<file path="src/rtl/wbn2apb_arb.sv">
// -----------------------------------------------------------------------------
// wbn2apb_arb
//   Two-master Wishbone (classic) to APB bridge. A round-robin arbiter picks
//   m0 or m1 while idle, then the sequencer runs one APB SETUP/ACCESS transfer
//   and returns ack or err to the owning master. A slave that never raises
//   pready is abandoned after TO ACCESS cycles (TO = 0 disables that).
//
// Ports
//   clk, rst                     clock (rising edge), async active-low reset
//   mN_cyc/stb/we/adr/sel/dat_w  Wishbone request from master N (N = 0, 1)
//   mN_dat_r/ack/err/rty         Wishbone response to master N (rty tied 0)
//   apb_psel/penable/pwrite      APB control
//   apb_paddr/pstrb/pwdata       APB address, write strobes, write data
//   apb_prdata/pready/pslverr    APB slave response
// -----------------------------------------------------------------------------
module wbn2apb_arb #(
    parameter int AW = 32,
    parameter int DW = 32,
    parameter int SW = DW / 8,
    parameter int TO = 16
) (
    input  logic          clk,
    input  logic          rst,
    // master 0
    input  logic          m0_cyc,
    input  logic          m0_stb,
    input  logic          m0_we,
    input  logic [AW-1:0] m0_adr,
    input  logic [SW-1:0] m0_sel,
    input  logic [DW-1:0] m0_dat_w,
    output logic [DW-1:0] m0_dat_r,
    output logic          m0_ack,
    output logic          m0_err,
    output logic          m0_rty,
    // master 1
    input  logic          m1_cyc,
    input  logic          m1_stb,
    input  logic          m1_we,
    input  logic [AW-1:0] m1_adr,
    input  logic [SW-1:0] m1_sel,
    input  logic [DW-1:0] m1_dat_w,
    output logic [DW-1:0] m1_dat_r,
    output logic          m1_ack,
    output logic          m1_err,
    output logic          m1_rty,
    // APB master side
    output logic          apb_psel,
    output logic          apb_penable,
    output logic          apb_pwrite,
    output logic [AW-1:0] apb_paddr,
    output logic [SW-1:0] apb_pstrb,
    output logic [DW-1:0] apb_pwdata,
    input  logic [DW-1:0] apb_prdata,
    input  logic          apb_pready,
    input  logic          apb_pslverr
);

    // Timeout counter just has to reach TO-1; keep at least one bit when disabled.
    localparam int TW = (TO > 0) ? $clog2(TO + 1) : 1;
    localparam logic [TW-1:0] TO_LAST = TW'((TO > 0) ? TO - 1 : 0);

    typedef enum logic [1:0] {
        IDLE,
        SETUP,
        ACCESS,
        RESP
    } state_t;

    state_t          state_reg;
    logic            grant_reg;      // master owning the current transfer
    logic            last_reg;       // last master served; the other wins a tie
    logic            psel_reg;
    logic            penable_reg;
    logic            pwrite_reg;
    logic [AW-1:0]   paddr_reg;
    logic [SW-1:0]   pstrb_reg;
    logic [DW-1:0]   pwdata_reg;
    logic [DW-1:0]   dat_r_reg;
    logic [1:0]      ack_reg;
    logic [1:0]      err_reg;
    logic [TW-1:0]   to_cnt_reg;

    // Gather both masters into small arrays so the grant can index them.
    logic [1:0]      req;
    logic [1:0]      cyc_v;
    logic [1:0]      we_v;
    logic [AW-1:0]   adr_v   [2];
    logic [SW-1:0]   sel_v   [2];
    logic [DW-1:0]   dat_w_v [2];

    assign req        = {m1_cyc & m1_stb, m0_cyc & m0_stb};
    assign cyc_v      = {m1_cyc, m0_cyc};
    assign we_v       = {m1_we, m0_we};
    assign adr_v[0]   = m0_adr;
    assign adr_v[1]   = m1_adr;
    assign sel_v[0]   = m0_sel;
    assign sel_v[1]   = m1_sel;
    assign dat_w_v[0] = m0_dat_w;
    assign dat_w_v[1] = m1_dat_w;

    // Single requester wins outright (req[1] is 1 exactly when only m1 asks);
    // a tie goes to whichever master was not served last.
    logic grant_next;
    assign grant_next = (req == 2'b11) ? ~last_reg : req[1];

    logic timeout;
    logic access_done;
    logic resp_err;
    assign timeout     = (TO != 0) && (to_cnt_reg == TO_LAST);
    assign access_done = apb_pready || timeout;
    // A timeout is reported as an error even though pslverr never arrived.
    assign resp_err    = apb_pready ? apb_pslverr : 1'b1;

    always_ff @(posedge clk or negedge rst) begin
        if (!rst) begin
            state_reg   <= IDLE;
            grant_reg   <= 1'b0;
            last_reg    <= 1'b1;
            psel_reg    <= 1'b0;
            penable_reg <= 1'b0;
            pwrite_reg  <= 1'b0;
            paddr_reg   <= '0;
            pstrb_reg   <= '0;
            pwdata_reg  <= '0;
            dat_r_reg   <= '0;
            ack_reg     <= '0;
            err_reg     <= '0;
            to_cnt_reg  <= '0;
        end else begin
            // Responses are single-cycle pulses.
            ack_reg <= '0;
            err_reg <= '0;
            case (state_reg)
                IDLE: begin
                    if (|req) begin
                        grant_reg   <= grant_next;
                        pwrite_reg  <= we_v[grant_next];
                        paddr_reg   <= adr_v[grant_next];
                        pstrb_reg   <= we_v[grant_next] ? sel_v[grant_next] : '0;
                        pwdata_reg  <= dat_w_v[grant_next];
                        psel_reg    <= 1'b1;
                        penable_reg <= 1'b0;
                        to_cnt_reg  <= '0;
                        state_reg   <= SETUP;
                    end
                end
                SETUP: begin
                    penable_reg <= 1'b1;
                    state_reg   <= ACCESS;
                end
                ACCESS: begin
                    to_cnt_reg <= to_cnt_reg + 1'b1;
                    if (access_done) begin
                        if (apb_pready && !pwrite_reg) begin
                            dat_r_reg <= apb_prdata;
                        end
                        psel_reg    <= 1'b0;
                        penable_reg <= 1'b0;
                        last_reg    <= grant_reg;
                        // A master that abandoned its cycle gets no response.
                        if (cyc_v[grant_reg]) begin
                            if (resp_err) begin
                                err_reg[grant_reg] <= 1'b1;
                            end else begin
                                ack_reg[grant_reg] <= 1'b1;
                            end
                        end
                        state_reg <= RESP;
                    end
                end
                // One dead cycle so a strobe still high during ack is not re-issued.
                RESP: begin
                    state_reg <= IDLE;
                end
                default: begin
                    state_reg <= IDLE;
                end
            endcase
        end
    end

    assign apb_psel    = psel_reg;
    assign apb_penable = penable_reg;
    assign apb_pwrite  = pwrite_reg;
    assign apb_paddr   = paddr_reg;
    assign apb_pstrb   = pstrb_reg;
    assign apb_pwdata  = pwdata_reg;

    assign m0_dat_r = dat_r_reg;
    assign m1_dat_r = dat_r_reg;
    assign m0_ack   = ack_reg[0];
    assign m1_ack   = ack_reg[1];
    assign m0_err   = err_reg[0];
    assign m1_err   = err_reg[1];
    assign m0_rty   = 1'b0;
    assign m1_rty   = 1'b0;

endmodule

</file>
<file path="config.mk">
export PLATFORM = sky130hd
export DESIGN_NAME = wbn2apb_arb
export DESIGN_NICKNAME = d
export VERILOG_FILES = /design/src/rtl/wbn2apb_arb.sv
export SDC_FILE = /design/constraint.sdc
export NUM_CORES = 1
export LEC_CHECK = 0
export BUFFER_PORTS_ARGS = -buffer_cell sky130_fd_sc_hd__buf_2
export CAP_MARGIN = 20
export CORE_MARGIN = 10
export CORE_UTILIZATION = 32
export CTS_BUF_LIST = sky130_fd_sc_hd__clkbuf_4
export CTS_CLUSTER_SIZE = 12
export DETAILED_ROUTE_END_ITERATION = 10
export HOLD_SLACK_MARGIN = 0.08
export PLACE_DENSITY = 0.64
export SLEW_MARGIN = 20
export SYNTH_ARGS = -nofsm -noshare
export SYNTH_HDL_FRONTEND = slang
export SYNTH_SLANG_ARGS = --single-unit
export TNS_END_PERCENT = 1
</file>
<file path="constraint.sdc">
create_clock -name clk -period 2.4 [get_ports clk]
set_clock_uncertainty 0.2 [all_clocks]
set_input_delay 0.12 -clock clk [delete_from_list [all_inputs] [get_ports clk]]
set_output_delay 0.12 -clock clk [all_outputs]
set_load 0.05 [all_outputs]
</file>
==> flow_summary.json <==
{
  "io_buffers": 316,
  "grt_pass1_vias": 7006,
  "seq_area_frac_synth_pct": 48.1,
  "instances_no_fill": 1283,
  "synth_top_area_share_pct": 47.6,
  "fillers": 1672,
  "dp.cells": 1058,
  "root_buffer": "clkbuf_4",
  "whs_path_depth": 3,
  "ant_nets": 0,
  "ys_types": 38,
  "end_kind": "flop",
  "synthMostInstantiatedCell": "dfrtp_1",
  "period_needed_ns": 2.12,
  "finalWorstSetupSlack_ns": 0.285,
  "grt_util_all_layers_pct": 20.5,
  "die_y_um": 157,
  "ios": 319,
  "htree_levels": 4,
  "critPathKind": "flop to flop",
  "grt_overflow_total": 0,
  "power_density_mw_per_mm2": 1380,
  "synth_cells": 588,
  "async_flop_share_pct": 100,
  "ys_ff_latch": 116,
  "vias_per_cell": 5.28,
  "die_w_um": 157,
  "drt-initial-drc-count": 426,
  "min_period_over_period_pct": 88.1,
  "clk_latency_ns": 0.53,
  "critPathMaxFanout": 29,
  "cts_tree": "done",
  "cts_sinks": 116,
  "hold_path.class": "input pin to flop",
  "slew_violations": 0,
  "r2r_cells": 5,
  "yosysWarnings": 0,
  "ir_worst_vdd_mv": 0.630,
  "rsz0062_at_grt": "false",
  "crit_path_start_kind": "flop",
  "synth_flop_cell": "dfrtp_1",
  "synth_top_area_cell": "dfrtp_1",
  "worst_slew_pin_slew_ns": 0.630,
  "hold_violations": 0,
  "worst_hold_slack_ns": 0.142,
  "fmax_mhz": 473,
  "place_hpwl_um": 16300,
  "maxCapViolCount": 0,
  "p_leak_nw": 4.51,
  "yosys-top-cells-count": "dfrtp_1 (115), a21oi_1 (68), a31oi_1 (65), nand4_1 (65), o21ai_0 (52)",
  "place_congestion": 0.777,
  "place_ws_ns": 0.357,
  "cp.required_ns": 2.64,
  "start_util_pct": 32.4,
  "drtPass1Iterations": 7,
  "via_count": 6779,
  "area_growth_pct": 59.5,
  "antenna_found_initial": 6,
  "coreArea_sq_mm": 0.0186,
  "synth-edff-count": 0,
  "wl_per_cell_um": 20.4,
  "grt_max_degree": 117,
  "clockBufferDepth": 2,
  "ctsResizeCount": 0,
  "synth_area_leaders": "dfrtp_1 (48%), mux2_4 (7.5%), a31oi_1 (6.7%)",
  "drcViolationCount": 0,
  "wirelength_um": 26200,
  "numCtsBuffers": 17,
  "setup_viol": 0,
  "nets": 1211,
  "avgSynthCellArea_sq_um": 10.3,
  "layout-drive-gt1-share_pct": 39.7,
  "clkTransAtPathRegs_ns": 0.12,
  "slew_headroom_pct": 58.0,
  "row_count": 50,
  "status": "finished clean",
  "grt_pass1_wl_um": 39900,
  "dieArea_sq_mm": 0.0248,
  "fin_setup_tns_ns": 0,
  "synth_area_sq_mm": 0.00604,
  "crit_arrival_ns": 2.35
}
[path summary, 6_finish.rpt]
check / from / end / slack [ns]
max: state_reg[0]$_DFFE_PN0P_ / apb_paddr[25]$_DFFE_PN0P_ / 0.28
min: apb_prdata[20] / m0_dat_r[20]$_DFFE_PN0P_ / 0.14
max reg2reg: state_reg[0]$_DFFE_PN0P_ / apb_paddr[25]$_DFFE_PN0P_ / 0.28
min reg2reg: apb_pstrb[0]$_DFFE_PN0P_ / apb_pstrb[0]$_DFFE_PN0P_ / 0.33
max in group asynchronous: rst / apb_pwdata[14]$_DFFE_PN0P_ / 0.91
min in group asynchronous: rst / m0_dat_r[17]$_DFFE_PN0P_ / 0.60
[placed cells by master (no fill, tap or decap), drive strengths merged, types with 7 or more instances in the layout]
master and count:
ha 7, nand4 65, o21ai 66, dfrtp 115, mux2 37, a21oi 68, buf 335, dlygate4sd3 183
nand2 7, a31oi 65, nor2 9, clkinv 7, nand3 11, diode 10, clkbuf 21
[area by class of cell]
class | instances | area [sq um] | share of cell area (%)
timing repair buffer | 518 | 3630 | 37.7
sequential | 116 | 2900 | 30.1
multi-input combinational | 368 | 2490 | 25.8
tap | 234 | 293 | 3.04
clock buffer | 21 | 158 | 1.64
clock inverter | 11 | 115 | 1.19
antenna | 10 | 25.0 | 0.260
inverter | 5 | 18.8 | 0.195
[report_power, final]
group	switching (mW)	total, mW	internal, mW	leakage [nW]
sequential	0.635	3.53	2.90	1.35
clock	0.802	1.46	0.654	0.148
combinational	6.10	8.31	2.21	3.01
total	7.53	13.3	5.77	4.51
[per-stage QoR]
step	total power [mW]	utilization, %	instance area, sq um
4_1_cts	13.3	51.6	9610
5_1_grt	14.0	51.6	9620
3_3_place_gp	11.5	40.3	7510
3_5_place_dp	11.6	40.3	7510
2_1_floorplan	9.91	-	6040
6_report	13.3	51.7	9640
[per-layer routing]
layer	global-route usage (%)	vias up	share of wire (%)
met5	0	-	0.050
met4	11.1	2	3.7
met3	8.54	70	12
met2	31.9	438	47
met1	23.6	3194	38
li1	-	3075	-
[cell families after synthesis]
family | Yosys count | share of synthesized area [%]
adders and majority gates | 7 | 1.45
buffers and inverters | 105 | 10.9
and+or+nand+nor | 106 | 10.1
muxes | 38 | 8.93
AOI/OAI and AO/OA | 215 | 20.4
DFF | 116 | 48.1
other | 1 | 0.0621
[critical path, cell delays in order (launching register included)]
cell	delay [ns]
dfrtp_1	0.43
inv_1	0.12
ha_2	0.51
buf_4	0.43
a21oi_1	0.13
a31oi_1	0.19
[what timing repair did]
| item | 4_1_cts | 5_1_grt |
|---|---|---|
| endpoints found under the hold margin | 229 | 0 |
| hold buffers | 183 | 0 |
| setup buffers | 0 | 0 |
No activity file was read; power rests on OpenSTA's default activity.
